[src/rtl/sysid_check_master.sv]
// Avalon-MM read master that fetches the system ID and timestamp words and
// compares them against build-time values, reporting pass/fail/timeout.
module sysid_check_master #(
  parameter logic [31:0] EXPECTED_ID        = 32'd925608351,
  parameter logic [31:0] EXPECTED_TIMESTAMP = 32'd1316107553,
  parameter bit          CHECK_TIMESTAMP    = 1'b1,
  parameter int unsigned TIMEOUT_CYCLES     = 1024,
  parameter bit          AUTO_START         = 1'b1
) (
  input  logic        clk,
  input  logic        reset_n,
  input  logic        start,
  output logic        avm_address,
  output logic        avm_read,
  input  logic        avm_waitrequest,
  input  logic [31:0] avm_readdata,
  input  logic        avm_readdatavalid,
  output logic        busy,
  output logic        done,
  output logic        pass,
  output logic        timeout,
  output logic [31:0] id_value,
  output logic [31:0] timestamp_value
);

  typedef enum logic [2:0] {
    IDLE,
    ID_REQ,
    ID_WAIT,
    TS_REQ,
    TS_WAIT,
    FIN
  } state_t;

  localparam logic [15:0] TO_LAST = 16'(TIMEOUT_CYCLES - 1);

  state_t      state;
  logic [15:0] to_cnt;
  logic        first_cycle;
  logic        accepted;
  logic        expired;
  logic        launch;

  assign accepted = avm_read && !avm_waitrequest;
  assign expired  = (to_cnt == TO_LAST);
  assign launch   = start || (AUTO_START && first_cycle && (state == IDLE));

  always_ff @(posedge clk or negedge reset_n) begin
    if (!reset_n) begin
      state           <= IDLE;
      to_cnt          <= '0;
      first_cycle     <= 1'b1;
      avm_address     <= 1'b0;
      avm_read        <= 1'b0;
      busy            <= 1'b0;
      done            <= 1'b0;
      pass            <= 1'b0;
      timeout         <= 1'b0;
      id_value        <= '0;
      timestamp_value <= '0;
    end else begin
      first_cycle <= 1'b0;
      unique case (state)
        IDLE, FIN: begin
          if (launch) begin
            state       <= ID_REQ;
            to_cnt      <= '0;
            avm_address <= 1'b0;
            avm_read    <= 1'b1;
            busy        <= 1'b1;
            done        <= 1'b0;
            pass        <= 1'b0;
            timeout     <= 1'b0;
          end
        end
        ID_REQ, TS_REQ: begin
          if (expired) begin
            state    <= FIN;
            avm_read <= 1'b0;
            busy     <= 1'b0;
            done     <= 1'b1;
            pass     <= 1'b0;
            timeout  <= 1'b1;
          end else begin
            to_cnt <= to_cnt + 16'd1;
            if (accepted) begin
              avm_read <= 1'b0;
              if (state == ID_REQ) state <= ID_WAIT;
              else                 state <= TS_WAIT;
            end
          end
        end
        ID_WAIT: begin
          // Data arriving on the expiry cycle still completes the transaction.
          if (avm_readdatavalid) begin
            id_value    <= avm_readdata;
            state       <= TS_REQ;
            to_cnt      <= '0;
            avm_address <= 1'b1;
            avm_read    <= 1'b1;
          end else if (expired) begin
            state   <= FIN;
            busy    <= 1'b0;
            done    <= 1'b1;
            pass    <= 1'b0;
            timeout <= 1'b1;
          end else begin
            to_cnt <= to_cnt + 16'd1;
          end
        end
        TS_WAIT: begin
          if (avm_readdatavalid) begin
            timestamp_value <= avm_readdata;
            state           <= FIN;
            busy            <= 1'b0;
            done            <= 1'b1;
            // Compare the live bus word: timestamp_value updates on this same edge.
            pass            <= (id_value == EXPECTED_ID) &&
                               (!CHECK_TIMESTAMP || (avm_readdata == EXPECTED_TIMESTAMP));
          end else if (expired) begin
            state   <= FIN;
            busy    <= 1'b0;
            done    <= 1'b1;
            pass    <= 1'b0;
            timeout <= 1'b1;
          end else begin
            to_cnt <= to_cnt + 16'd1;
          end
        end
        default: begin
          state    <= IDLE;
          avm_read <= 1'b0;
          busy     <= 1'b0;
        end
      endcase
    end
  end

endmodule

[config.mk]
export PLATFORM = sky130hd
export DESIGN_NAME = sysid_check_master
export DESIGN_NICKNAME = d
export VERILOG_FILES = /design/src/rtl/sysid_check_master.sv
export SDC_FILE = /design/constraint.sdc
export NUM_CORES = 1
export LEC_CHECK = 0
export ABC_AREA = 1
export CAP_MARGIN = 25
export CORE_ASPECT_RATIO = 1.2
export CORE_MARGIN = 5
export CORE_UTILIZATION = 54
export CTS_BUF_LIST = sky130_fd_sc_hd__clkbuf_8 sky130_fd_sc_hd__clkbuf_16
export CTS_CLUSTER_SIZE = 25
export DETAILED_ROUTE_END_ITERATION = 8
export HOLD_SLACK_MARGIN = 0.08
export PLACE_DENSITY = 0.93
export RECOVER_POWER = 50
export SLEW_MARGIN = 20
export SYNTH_ARGS = -nofsm -noshare
export SYNTH_HDL_FRONTEND = slang
export SYNTH_SLANG_ARGS = --single-unit
[constraint.sdc]
create_clock -name clk -period 2.9 [get_ports clk]
set_clock_uncertainty 0.2 [all_clocks]
set_input_delay 0.58 -clock clk [delete_from_list [all_inputs] [get_ports clk]]
set_output_delay 0.58 -clock clk [all_outputs]
set_load 0.01 [all_outputs]
Word-level counts from Yosys, hierarchy flattened --
Cells that the tools add are included.
Operators by class: divide/modulo/power cells 0, equal/unequal tests 14, shift-type cells 0, $lt $le $gt $ge 0, multiply operators 0, mux-type cells 35, reductions and logical operators 21, bitwise gates (word level) 1, add/sub/neg operators 1
Operators by type and width (count):
- 16-bit two-way mux | 4
- 16-bit one-hot mux with 4 select lines | 1
- 32-bit by 30-bit equality test with 1-bit output, second input constant | 1
- 32-bit by 31-bit equality test with 1-bit output, second input constant | 1
- 3-bit two-way mux | 7
- 16-bit by 1-bit adder with 16-bit output, second input constant | 1
- 16-bit by 10-bit equality test with 1-bit output, second input constant | 1
- 1-bit two-way mux | 16
- 1-bit one-hot mux with 4 select lines | 4
- 3-bit one-hot mux with 4 select lines | 1
- 3-bit AND reduction | 4
- 2-bit != test, second input constant | 5
- 2-bit AND reduction | 4
- 3-bit by 2-bit equality test with 1-bit output, second input constant | 2
- 3-bit equality test, second input constant | 2
- 2-bit OR reduction | 3
- 4-bit AND reduction | 1
- 4-bit nonzero test | 1
- 3-bit by 1-bit equality test with 1-bit output, second input constant | 1
- 1-bit logical AND | 3
- 3-bit logical NOT | 1
- 3-bit != test, second input constant | 1
- 1-bit one-hot mux with 3 select lines | 1
- 3-bit nonzero test | 1
- 5 further kinds | 5
Word-level totals: word-level logic and storage cells 83, memory bits (read-only) 0, bits in writable memories 0, memories 0, register bits 90, bits in latches 0, output and inout port bits 70, input port bits 37

Longest topological paths before layout --
depth in word-level cells 5, depth in mapped cells 12, mapped depth without buffers 11

Worst setup path after synthesis --
OpenSTA, ideal clock, no wires.
kind register -> register, start register to_cnt[0], end register state[2], setup time 0.120 ns, data arrival time 1.417 ns, path buffers 1, period minus slack after synthesis 1.737 ns, cell stages (with the launch flop) 9, data required time 2.580 ns, slack 1.163 ns, cell sequence dfrtp_1 > ha_1 > nand3_1 > nor2_1 > nand2_1 > clkbuf_1 > a21boi_0 > o21ai_1 > nand2_1
On the way: cells in the longest elaborated chain, start to end 4, elaborated cells between the ends (all ways) 8, those cells by class eq/ne: 2; mux: 5; reduce/logical: 1
Ends and longest elaborated chain:
- from (decl) | RTL line 38 | logic [15:0] to_cnt;
- from (signal assigned) | RTL line 85 | to_cnt <= to_cnt + 16'd1;
- from (signal assigned) | RTL line 108 | to_cnt <= to_cnt + 16'd1;
- from (signal assigned) | RTL line 127 | to_cnt <= to_cnt + 16'd1;
- 16-bit by 10-bit equality test with 1-bit output (*) | RTL line 45 | assign expired = (to_cnt == TO_LAST);
- 3-bit two-way mux
- 3-bit two-way mux, on equally long branches
- 3-bit one-hot mux with 4 select lines | RTL line 63 | unique case (state)
- to (signal assigned) | RTL line 50 | state <= IDLE;
- to (signal assigned) | RTL line 66 | state <= ID_REQ;
- to (signal assigned) | RTL line 78 | state <= FIN;
- to (decl) | RTL line 37 | state_t state;
Mark *: on every way between the ends. The rest lies on a longest branch, timed or not. A chain may end at the register's enable or synchronous reset.

Worst setup path in the final report --
start register state[1], end register to_cnt[9]
On the way: cells in the longest elaborated chain, start to end 5, elaborated cells between the ends (all ways) 15, those cells by class eq/ne: 7; mux: 1; reduce/logical: 7
Ends and longest elaborated chain:
- 3-bit logical NOT | RTL line 46, 63
- 1-bit logical AND | RTL line 46 | assign launch = start || (AUTO_START && first_cycle && (state == IDLE));
- 1-bit logical OR | RTL line 46
- 2-bit != test (no source line)
- 3-bit AND reduction (no source line)
Several ways; a longest one is shown, not always the timed one.

==> out/metrics.csv <==
metric;value;unit
die height;109;um
clock-pin slew on the worst setup and hold paths;80;ps
setup bufs post-CTS;0;
clk_lat worst skew;370;ps
Setup WS pre-CTS;559;ps
RSZ-0062 raised after global routing;false;
n_diodes;0;
final setup violation count;0;
synthesized area;4400;um2
register area share after synthesis;0.512;
Net Count, Synth;624;
fraction of layout cells with a size suffix above 1;0.0474;
placed cells;776;
commonest cells in the netlist;nand2_1 (197), dfrtp_1 (89), inv_1 (72), nor2_1 (61), o21ai_0 (55);
Final TNS setup;0;ps
Core Box Area;8060;um2
Rows;36;
Sequential Power Share;0.393;
Die Wd;92.4;um
cts repair resizes;0;
actual slew at the worst max-slew pin;1020;ps
initial antenna violation count;0;
power share of the clock group;0.140;
Int Pwr;3280;uW
fin nets;731;
TritonCTS sink count;90;
VDD IR max;618;uV
worst rel slew slack;0.322;
Yosys Warn Count;0;
asr flop ratio synth;1.00;
CTS Root Cell;clkbuf_8;
Yosys cell types;28;
grt ovf;0;
CP Max Fanout;13;
Switching Fraction;0.391;
Critical Path AT;2310;ps
power per cell area;946;nW/um2
final worst path period share;0.763;
Design Area, Final;5700;um2
Max Slew Vio Count;0;
DRC viols;0;
first-pass GRT wire length;20600;um
vias in the first global route;4346;
antenna viol nets, final;0;
CTS buffer count;9;
Synth area leaders;dfrtp_1 (51%), nand2_1 (17%), o21ai_0 (6.3%);
gpl congestion;0.950;
CP startpoint kind;register;
hold buffer count at cts;1;
Routed WL;12200;um
Pleak;0.00287;uW
fin crit period;2210;ps
die area;10100;um2
hpwl dp;9120;um
# IOs;107;
fmax;0.452;GHz
post-synth top area share;0.506;
cell taking the most area after synthesis;dfrtp_1;
final core utilization;0.707;
DR WL/cell;15.4;um
Most used DFF post-synth;dfrtp_1;
Logic pwr share;0.467;
Non-Filler Instances;791;
Hold Path Class;register to register;
vias per inst;5.30;
Seq cells post-synth;90;
kind of critical path;register to register;
most frequent cell after synthesis;nand2_1;
Syn Area/Cell;7.51;um2
Vias;4195;
WP data required;3000;ps
initial DRC count;270;
number of fill cells;616;
largest net degree at the start of global routing;57;
final hold vios;0;
Area Overhead vs Synth;29.4;%
Port Buffers;106;
H-Tree Depth;3;
Total GRT Usage;0.262;
setup ws final;686;ps
Max-cap violations;0;
status;finished clean;
TritonCTS clock tree;done;
clk buf depth;2;
Post-synth EDFFs;0;
switching pwr;2110;uW
Syn Inst Count;586;
Placed Instance Area;5550;um2
Crit. End Element;register;
DRT Pass-1 Iters;5;
effective utilization at floorplan;0.546;
## logic make-up (layout without fill, tap and decap cells)
| kind of cell | count (synthesis) | count (layout) | share of synthesized area |
|---|---|---|---|
| compound gates | 85 | 85 | 0.101 |
| other cells | 1 | 1 | 0.000852 |
| buf+inv | 97 | 207 | 0.0870 |
| flops | 90 | 90 | 0.512 |
| xor+xnor | 2 | 2 | 0.00398 |
| fa+ha+maj | 1 | 1 | 0.00284 |
| simple gates | 310 | 310 | 0.292 |
## critical path: stages (launching register included)
cell and delay (ps):
dfrtp_1 440, nor2_1 180, nand2_1 190, inv_1 160, nand2_4 140, nand2_4 130, inv_2 50, nand2_1 340
nor2_1 130, nand2_1 80, nand2_1 40, nor2_1 80
## final timing paths
check	depth (start not counted)	slack, ps	to	startpoint
max	11	690	to_cnt[9]	state[1]
min	2	290	avm_address	avm_address
max reg2reg	11	690	to_cnt[9]	state[1]
min reg2reg	2	290	avm_address	avm_address
max in group asynchronous	3	940	first_cycle	reset_n
min in group asynchronous	2	710	to_cnt[4]	reset_n
## flip-flops by register name, summed over array words and instances (netlist names)
signal / count
id_value: 32
timestamp_value: 32
to_cnt: 16
state: 3
avm_address: 1
avm_read: 1
busy: 1
done: 1
first_cycle: 1
pass: 1
timeout: 1
## placed cells by master (no fill, tap or decap), types with 3 or more instances in the layout
master,instances
o21ai_0,55
nand3_1,31
o21ai_1,13
clkbuf_8,10
buf_4,3
inv_2,7
dfrtp_1,89
inv_1,76
nand4_1,4
a21oi_1,12
nand2_1,200
nor2_1,63
nor3_1,7
clkdlybuf4s50_1,104
## power groups by stage
stage	sequential (uW)	clock, uW	combinational [uW]
after floorplan	2290	0	1030
after global routing	2190	829	2780
after detailed placement	2120	0	2550
after CTS	2110	767	2560
final	2120	752	2520
after global placement	2100	0	2470
## cell type report
cell class / instances / area (um2) / area share
Timing Repair Buffer: 112 / 1110 / 0.195
Inverter: 81 / 304 / 0.0534
Multi-Input combinational cell: 399 / 1750 / 0.307
Clock inverter: 4 / 22.5 / 0.00395
Sequential cell: 90 / 2250 / 0.396
Tap cell: 95 / 119 / 0.0209
Clock buffer: 10 / 138 / 0.0242
## through the flow
| step | hold slack [ps] | total power (uW) |
|---|---|---|
| finish | 285 | 5390 |
| floorplan | 84.4 | 3310 |
| global placement | 258 | 4570 |
| CTS | 293 | 5440 |
| global route | 308 | 5790 |
| detailed placement | 272 | 4670 |
## layer usage
layer,vias to the layer above,global-route usage,wire length [um]
li1,2022,-,-
met1,1980,0.309,4730
met2,159,0.440,6060
met3,34,0.0863,1030
met4,0,0.109,326
met5,-,0,0
No activity file was read; power rests on OpenSTA's default activity.
